--- config.mk ---
export PLATFORM = sky130hd
export DESIGN_NAME = muldiv_sequencer
export DESIGN_NICKNAME = d
export VERILOG_FILES = /design/src/rtl/muldiv_sequencer.sv
export SDC_FILE = /design/constraint.sdc
export NUM_CORES = 1
export LEC_CHECK = 0
export BUFFER_PORTS_ARGS = -buffer_cell sky130_fd_sc_hd__buf_2
export CAP_MARGIN = 20
export CELL_PAD_IN_SITES_DETAIL_PLACEMENT = 2
export CELL_PAD_IN_SITES_GLOBAL_PLACEMENT = 2
export CORE_MARGIN = 3
export CORE_UTILIZATION = 35
export DETAILED_ROUTE_END_ITERATION = 16
export PLACE_DENSITY = 0.79
export SLEW_MARGIN = 5
export SYNTH_ARGS = -nofsm -noshare
export SYNTH_HDL_FRONTEND = slang
export SYNTH_SLANG_ARGS = --single-unit
--- constraint.sdc ---
create_clock -name clk -period 10.1 [get_ports clk]
set_clock_uncertainty 0.1 [all_clocks]
set_input_delay 1.01 -clock clk [delete_from_list [all_inputs] [get_ports clk]]
set_output_delay 1.01 -clock clk [all_outputs]
set_load 0.02 [all_outputs]
--- src/rtl/muldiv_sequencer.sv ---
// Multi-cycle multiply/divide unit owning the EX-stage Hi/Lo registers.
// Signed operands are reduced to magnitudes, iterated WIDTH times, then sign-fixed in FIX.
module muldiv_sequencer #(
  parameter int WIDTH = 32
) (
  input  logic             clk,
  input  logic             Reset,
  input  logic             start,
  input  logic [1:0]       op,
  input  logic [WIDTH-1:0] rs_val,
  input  logic [WIDTH-1:0] rt_val,
  input  logic             hilo_read,
  input  logic             flush,
  output logic [WIDTH-1:0] hi_out,
  output logic [WIDTH-1:0] lo_out,
  output logic             busy,
  output logic             stall_req,
  output logic             done,
  output logic             div0
);

  localparam int CW = (WIDTH > 1) ? $clog2(WIDTH) : 1;

  typedef enum logic [1:0] {IDLE, CALC, FIX} state_t;

  // Operation context captured at the accepting edge.
  typedef struct packed {
    logic             isDiv;
    logic             negLo;    // product sign (mul) or quotient sign (div)
    logic             negHi;    // remainder takes the dividend's sign
    logic             divZero;
    logic [WIDTH-1:0] rawRs;
    logic [WIDTH-1:0] opA;      // multiplicand magnitude or divisor magnitude
  } opCtx_t;

  state_t          state;
  logic [CW-1:0]   count;
  opCtx_t          ctx;
  logic [WIDTH:0]  rem;
  logic [WIDTH-1:0] quo;

  logic             isSigned, rsNeg, rtNeg;
  logic [WIDTH-1:0] rsAbs, rtAbs;
  logic [WIDTH:0]   mulSum, shifted, diff;
  logic [2*WIDTH-1:0] prod, prodFix;
  logic [WIDTH-1:0] qFix, rFix;

  always_comb begin
    isSigned = ~op[0];
    rsNeg    = isSigned & rs_val[WIDTH-1];
    rtNeg    = isSigned & rt_val[WIDTH-1];
    rsAbs    = rsNeg ? -rs_val : rs_val;
    rtAbs    = rtNeg ? -rt_val : rt_val;

    mulSum   = {1'b0, rem[WIDTH-1:0]} + ({(WIDTH+1){quo[0]}} & {1'b0, ctx.opA});
    shifted  = {rem[WIDTH-1:0], quo[WIDTH-1]};
    diff     = shifted - {1'b0, ctx.opA};

    prod     = {rem[WIDTH-1:0], quo};
    prodFix  = ctx.negLo ? -prod : prod;
    qFix     = ctx.negLo ? -quo : quo;
    rFix     = ctx.negHi ? -rem[WIDTH-1:0] : rem[WIDTH-1:0];
  end

  assign busy      = (state != IDLE);
  assign stall_req = busy & (start | hilo_read);

  always_ff @(posedge clk or negedge Reset) begin
    if (!Reset) begin
      state  <= IDLE;
      count  <= '0;
      ctx    <= '0;
      rem    <= '0;
      quo    <= '0;
      hi_out <= '0;
      lo_out <= '0;
      done   <= 1'b0;
      div0   <= 1'b0;
    end else begin
      done <= 1'b0;
      case (state)
        IDLE: begin
          if (start && !flush) begin
            state       <= CALC;
            count       <= CW'(WIDTH-1);
            div0        <= 1'b0;
            ctx.isDiv   <= op[1];
            ctx.negLo   <= rsNeg ^ rtNeg;
            ctx.negHi   <= rsNeg;
            ctx.divZero <= (rt_val == '0);
            ctx.rawRs   <= rs_val;
            ctx.opA     <= op[1] ? rtAbs : rsAbs;
            rem         <= '0;
            quo         <= op[1] ? rsAbs : rtAbs;
          end
        end
        CALC: begin
          if (flush) begin
            state <= IDLE;
          end else begin
            if (ctx.isDiv) begin
              // Restoring step: keep the subtraction only when it did not borrow.
              rem <= diff[WIDTH] ? shifted : diff;
              quo <= {quo[WIDTH-2:0], ~diff[WIDTH]};
            end else begin
              rem <= {1'b0, mulSum[WIDTH:1]};
              quo <= {mulSum[0], quo[WIDTH-1:1]};
            end
            count <= count - 1'b1;
            if (count == '0) state <= FIX;
          end
        end
        FIX: begin
          state <= IDLE;
          if (!flush) begin
            done <= 1'b1;
            if (!ctx.isDiv) begin
              hi_out <= prodFix[2*WIDTH-1:WIDTH];
              lo_out <= prodFix[WIDTH-1:0];
            end else if (ctx.divZero) begin
              hi_out <= ctx.rawRs;
              lo_out <= '1;
              div0   <= 1'b1;
            end else begin
              hi_out <= rFix;
              lo_out <= qFix;
            end
          end
        end
        default: state <= IDLE;
      endcase
    end
  end

endmodule
-- Yosys cells after proc, flatten, opt, wreduce, memory -nomap -nowiden
Index checks and enable logic that the tools add are counted.
- bits in registers: 205
- input port bits: 71
- word-level logic and storage cells: 86
- output and inout port bits: 68
- multiplexer cells: 34
- equality and inequality tests: 8
- $add $sub $neg: 8
- bitwise gates (word level): 9
- reductions and logical operators: 13
- operators with widths (operator ; number):
    $mux 32 ; 17
    $neg 32->32 ; 4
    $pmux 32 s2 ; 2
    $mux 64 ; 1
    $neg 64->64 ; 1
    $add 32x33->33 ; 1
    $and 33x32->33 ; 1
    $sub 33x32->33 ; 1
    $logic_not 32->1 ; 1
    $mux 5 ; 2
    $ne 2x2->1 const B ; 5
    $pmux 5 s2 ; 1
    $mux 1 ; 6
    $mux 2 ; 3
    $reduce_and 2->1 ; 3
    $reduce_bool 2->1 ; 3
    $logic_not 5->1 ; 1
    $reduce_and 5->1 ; 1
    $sub 5x1->5 const B ; 1
    $pmux 2 s2 ; 1
    $and 1x1->1 ; 3
    $ne 3x3->1 const B ; 1
    $not 1->1 ; 3
    $reduce_and 3->1 ; 1
    other kinds (8) ; 8

-- Logic depth before layout (Yosys ltp)
- depth after elaboration: 6
- gate-level depth with buffers: 14
- gate-level depth less buffers: 13

-- Worst setup path after synthesis
No wires, ideal clock.
- path kind: register to register
- start point: register quo[31]
- end point: register rem[27]
- path buffers: 1
- cell stages (with the launch flop): 14
- library setup time: 126 ps
- data required time: 9874 ps
- path slack: 6635 ps
- period minus slack after synthesis: 3465 ps
- arrival time: 3239 ps
- cell sequence: dfrtp_1 -> inv_1 -> ha_1 -> fa_1 -> nand2b_1 -> a21o_1 -> a211o_1 -> and4_1 -> o31a_1 -> o211a_1 -> a211o_1 -> buf_4 -> o21a_1 -> a221o_1
- longest elaborated chain between the ends: 5
- RTL lines (element ; line ; source):
    from (decl) ; 40 ; logic [WIDTH-1:0] quo;
    from (signal assigned) ; 94 ; quo <= op[1] ? rsAbs : rtAbs;
    from (signal assigned) ; 104 ; quo <= {quo[WIDTH-2:0], ~diff[WIDTH]};
    from (signal assigned) ; 107 ; quo <= {mulSum[0], quo[WIDTH-1:1]};
    $sub 33x32->33 ; 57 ; diff = shifted - {1'b0, ctx.opA};
    $mux 32 ; 103 ; rem <= diff[WIDTH] ? shifted : diff;
    $mux 32 ; 101 ; if (ctx.isDiv) begin
    $mux 32 ; 98 ; if (flush) begin
    $pmux 32 s2 ; 81 ; case (state)
    to (signal assigned) ; 103 ;
    to (signal assigned) ; 106 ; rem <= {1'b0, mulSum[WIDTH:1]};
    to (decl) ; 39 ; logic [WIDTH:0] rem;
No other way between the ends. The select of a mux whose other input is x is not followed.
A chain may end at the register's enable or synchronous reset.

-- Final worst setup path
- start point: register rem[8]
- end point: register rem[15]
- longest elaborated chain between the ends: 5
- elaborated cells between the ends (all ways): 6
- those cells by class: add/sub: 2; mux: 4
- RTL lines (element ; line):
    $sub 33x32->33 ; 57
    $mux 32 ; 103
    $mux 32 * ; 101
    $mux 32 * ; 98
    $pmux 32 s2 * ; 81
Every way passes the cells marked *; elsewhere a longest branch is shown, timed or not. The select of a mux whose other input is x is not followed.

==> metrics.yaml <==
global_routing:
  grt_util_met2_pct: 49.3
  overflow: 0
  grt_usage_pct: 29.2
  grt_first_pass_wirelength_mm: 114
  grt_use_met3_pct: 3.78
  grt_pass1_vias: 18400
  grt-busiest-layer: "met2"
  antenna_found_initial: 4
  grt_max_degree: 99
  met1_usage_pct: 38.1
synth:
  yosysUniqueCellTypes: 70
  ys_async_sr_fraction_pct: 100
  syn_area_um2: 16700
  ys_warn_count: 0
  synth_top_area_cell: "dfrtp_1"
  synth.net_count: 2309
  yosysSeqAreaShare_pct: 30.8
  syn-mean-instance-area_um2: 7.70
  syn_inst: 2166
  yosysTopAreaCellShare_pct: 30.8
  synth_edf_count: 0
  synthTopCellsByCount: "nand2_1 (311), nor2_1 (242), dfrtp_1 (205)"
  ys_top_cells_by_area: "dfrtp_1 (31%), nand2_1 (7.0%), a21oi_1 (6.1%), o21ai_0 (6.0%), nor2_1 (5.4%)"
  ys_ff_latch: 205
  yosysMostFrequentCell: "nand2_1"
  synthFlopType: "dfrtp_1"
finish:
  layout.nets: 2357
  syn2layout_area_growth_pct: 12.8
  diodes: 0
  drive_above_1_share_pct: 11.4
clocking:
  clk_pin_slew_ns: 0.06
  numCtsBuffers: 28
  cts_buffer_depth: 3
  cts_hold_buf: 0
  cts_tree: "done"
  post_cts_resize_count: 0
  cts_sinks: 205
  insertion_delay_ns: 0.56
  post_cts_buffers: 0
  htreeDepth: 1
  cts_root_buffer: "clkbuf_16"
worst_setup_path:
  required_ns: 10.38
  cp_max_fo: 17
  rr_endpoint: "rem[15]"
  worstReg2RegStart: "rem[8]"
  worstPathArrival_ns: 5.20
  startpoint: "rem[8]"
  worst-r2r-cell-count: 11
  cp-start-kind: "flop"
  path_class: "reg -> reg"
  crit_path_end: "rem[15]"
  reg2reg_slack_ns: 5.19
  end_kind: "flop"
sta:
  hold_viol_final: 0
  setup_viol_count_final: 0
  relSlewSlack_pct: 29.4
  whs_ns: 0.384
  tns_ns: 0
  fmax_mhz: 204
  rsz0062_at_grt: "false"
  worst_pin_slew_ns: 1.06
  final_max_slew_viol_count: 0
  period_needed_ns: 4.91
  fin_crit_sh_pct: 48.6
die:
  die_h_um: 224
  coreArea_um2: 46900
  dieArea_um2: 50300
  die_w_um: 224
  initial_core_util_pct: 35.6
  num_io_pins: 139
  rows: 79
job:
  cap_violations: 0
worst_hold_path:
  worstHoldPathCells: 2
  min_path_type: "reg -> reg"
placement:
  routabilityCongestion: 0.905
  place_hpwl_mm: 56.3
  io_buffers: 138
route:
  vias_per_cell: 5.96
  wl_per_cell_um: 26.2
  remaining_drc_errors: 0
  firstDrtPassIters: 5
  ant_nets: 0
  drt_iter0_markers: 962
  wl_mm: 74.4
  vias: 16900
power:
  p_leak_nw: 8.62
  ir_drop_v: 0.000134
  p_per_area_nw_per_um2: 274
outcome:
  status: "finished clean"
kinds of logic after synthesis:
family	Yosys count	synth area share, %
adders and majority gates	72	5.49
xor gates and xnor gates	194	10.2
buffers and inverters	215	4.91
DFF	205	30.8
AOI/OAI and AO/OA	628	22.7
and+or+nand+nor	754	20.0
muxes	98	6.01
worst max-delay path: stages, from the launching register on:
cell      delay [ns]
dfrtp_1         0.59
ha_1            0.52
nand2_1         0.10
or3_1           0.41
a211o_1         0.38
and4_1          0.22
o31a_1          0.36
o21ai_0         0.46
a211o_1         0.74
buf_4           0.46
mux2i_1         0.23
o221ai_1        0.14
cell usage in the layout, fill, tap and decap left out, types with 18 or more instances in the layout:
master     instances
a211oi_1          18
a21o_1            31
a21oi_1          203
a31oi_1           22
buf_2            137
buf_4             25
clkbuf_16         28
dfrtp_1          203
ha_1              70
inv_1             66
mux2i_1           81
nand2_1          310
nand2b_1          18
nand3_1           19
nor2_1           240
nor3_1            44
nor4_1            18
o211ai_1          19
o21ai_0          201
o31ai_1           30
or3_1             24
xnor2_1          102
xor2_1            92
layer usage:
metal,share of wire (%),vias to the layer above
met1,43,8674
met2,48,434
met4,4.7,2
met3,4.7,147
li1,-,7674
met5,0.017,-
per-stage QoR:
step           setup WS [ns]  utilization, %  power, mW  area (µm²)  cells
3_5_place_dp            5.32            38.0       4.01       17800   2791
6_report                5.19            40.1       5.15       18800   2841
5_1_grt                 5.02            40.1       5.48       18800   2841
4_1_cts                 5.29            40.1       5.13       18800   2841
2_1_floorplan           6.63               -       3.09       16700   2166
3_3_place_gp            5.49            38.0       3.87       17800   2790
cell type report:
cell class                 instances  area [µm²]
clock buffer                      39         812
tap                              607         759
timing repair buffer             164         916
clock inverter                    11         173
multi-input combinational       1746       10800
fill                            5421       28000
sequential                       205        5130
inverter                          69         259
worst min-delay path by stage:
stage	start	slack [ns]	endpoint
finish	hi_out[24]	0.38	hi_out[24]
detailed placement	ctx[34]	0.36	ctx[34]
CTS	ctx[34]	0.38	ctx[34]
global placement	hi_out[28]	0.35	hi_out[28]
floorplan	ctx[34]	0.34	ctx[34]
global route	ctx[13]	0.41	ctx[13]
sequential cells by signal (all words and copies together), names as in the netlist:
name,cells
count,5
done,1
ctx,68
div0,1
hi_out,32
lo_out,32
quo,32
state,2
rem,32
power by group:
| part | leakage (nW) | switching (mW) | internal, mW | total, mW |
|---|---|---|---|---|
| registers | 2.63 | 0.370 | 0.973 | 1.34 |
| logic | 5.50 | 1.71 | 1.02 | 2.74 |
| clock network | 0.484 | 0.407 | 0.660 | 1.07 |
| total | 8.62 | 2.49 | 2.66 | 5.15 |
(Power assumes the default switching activity.)
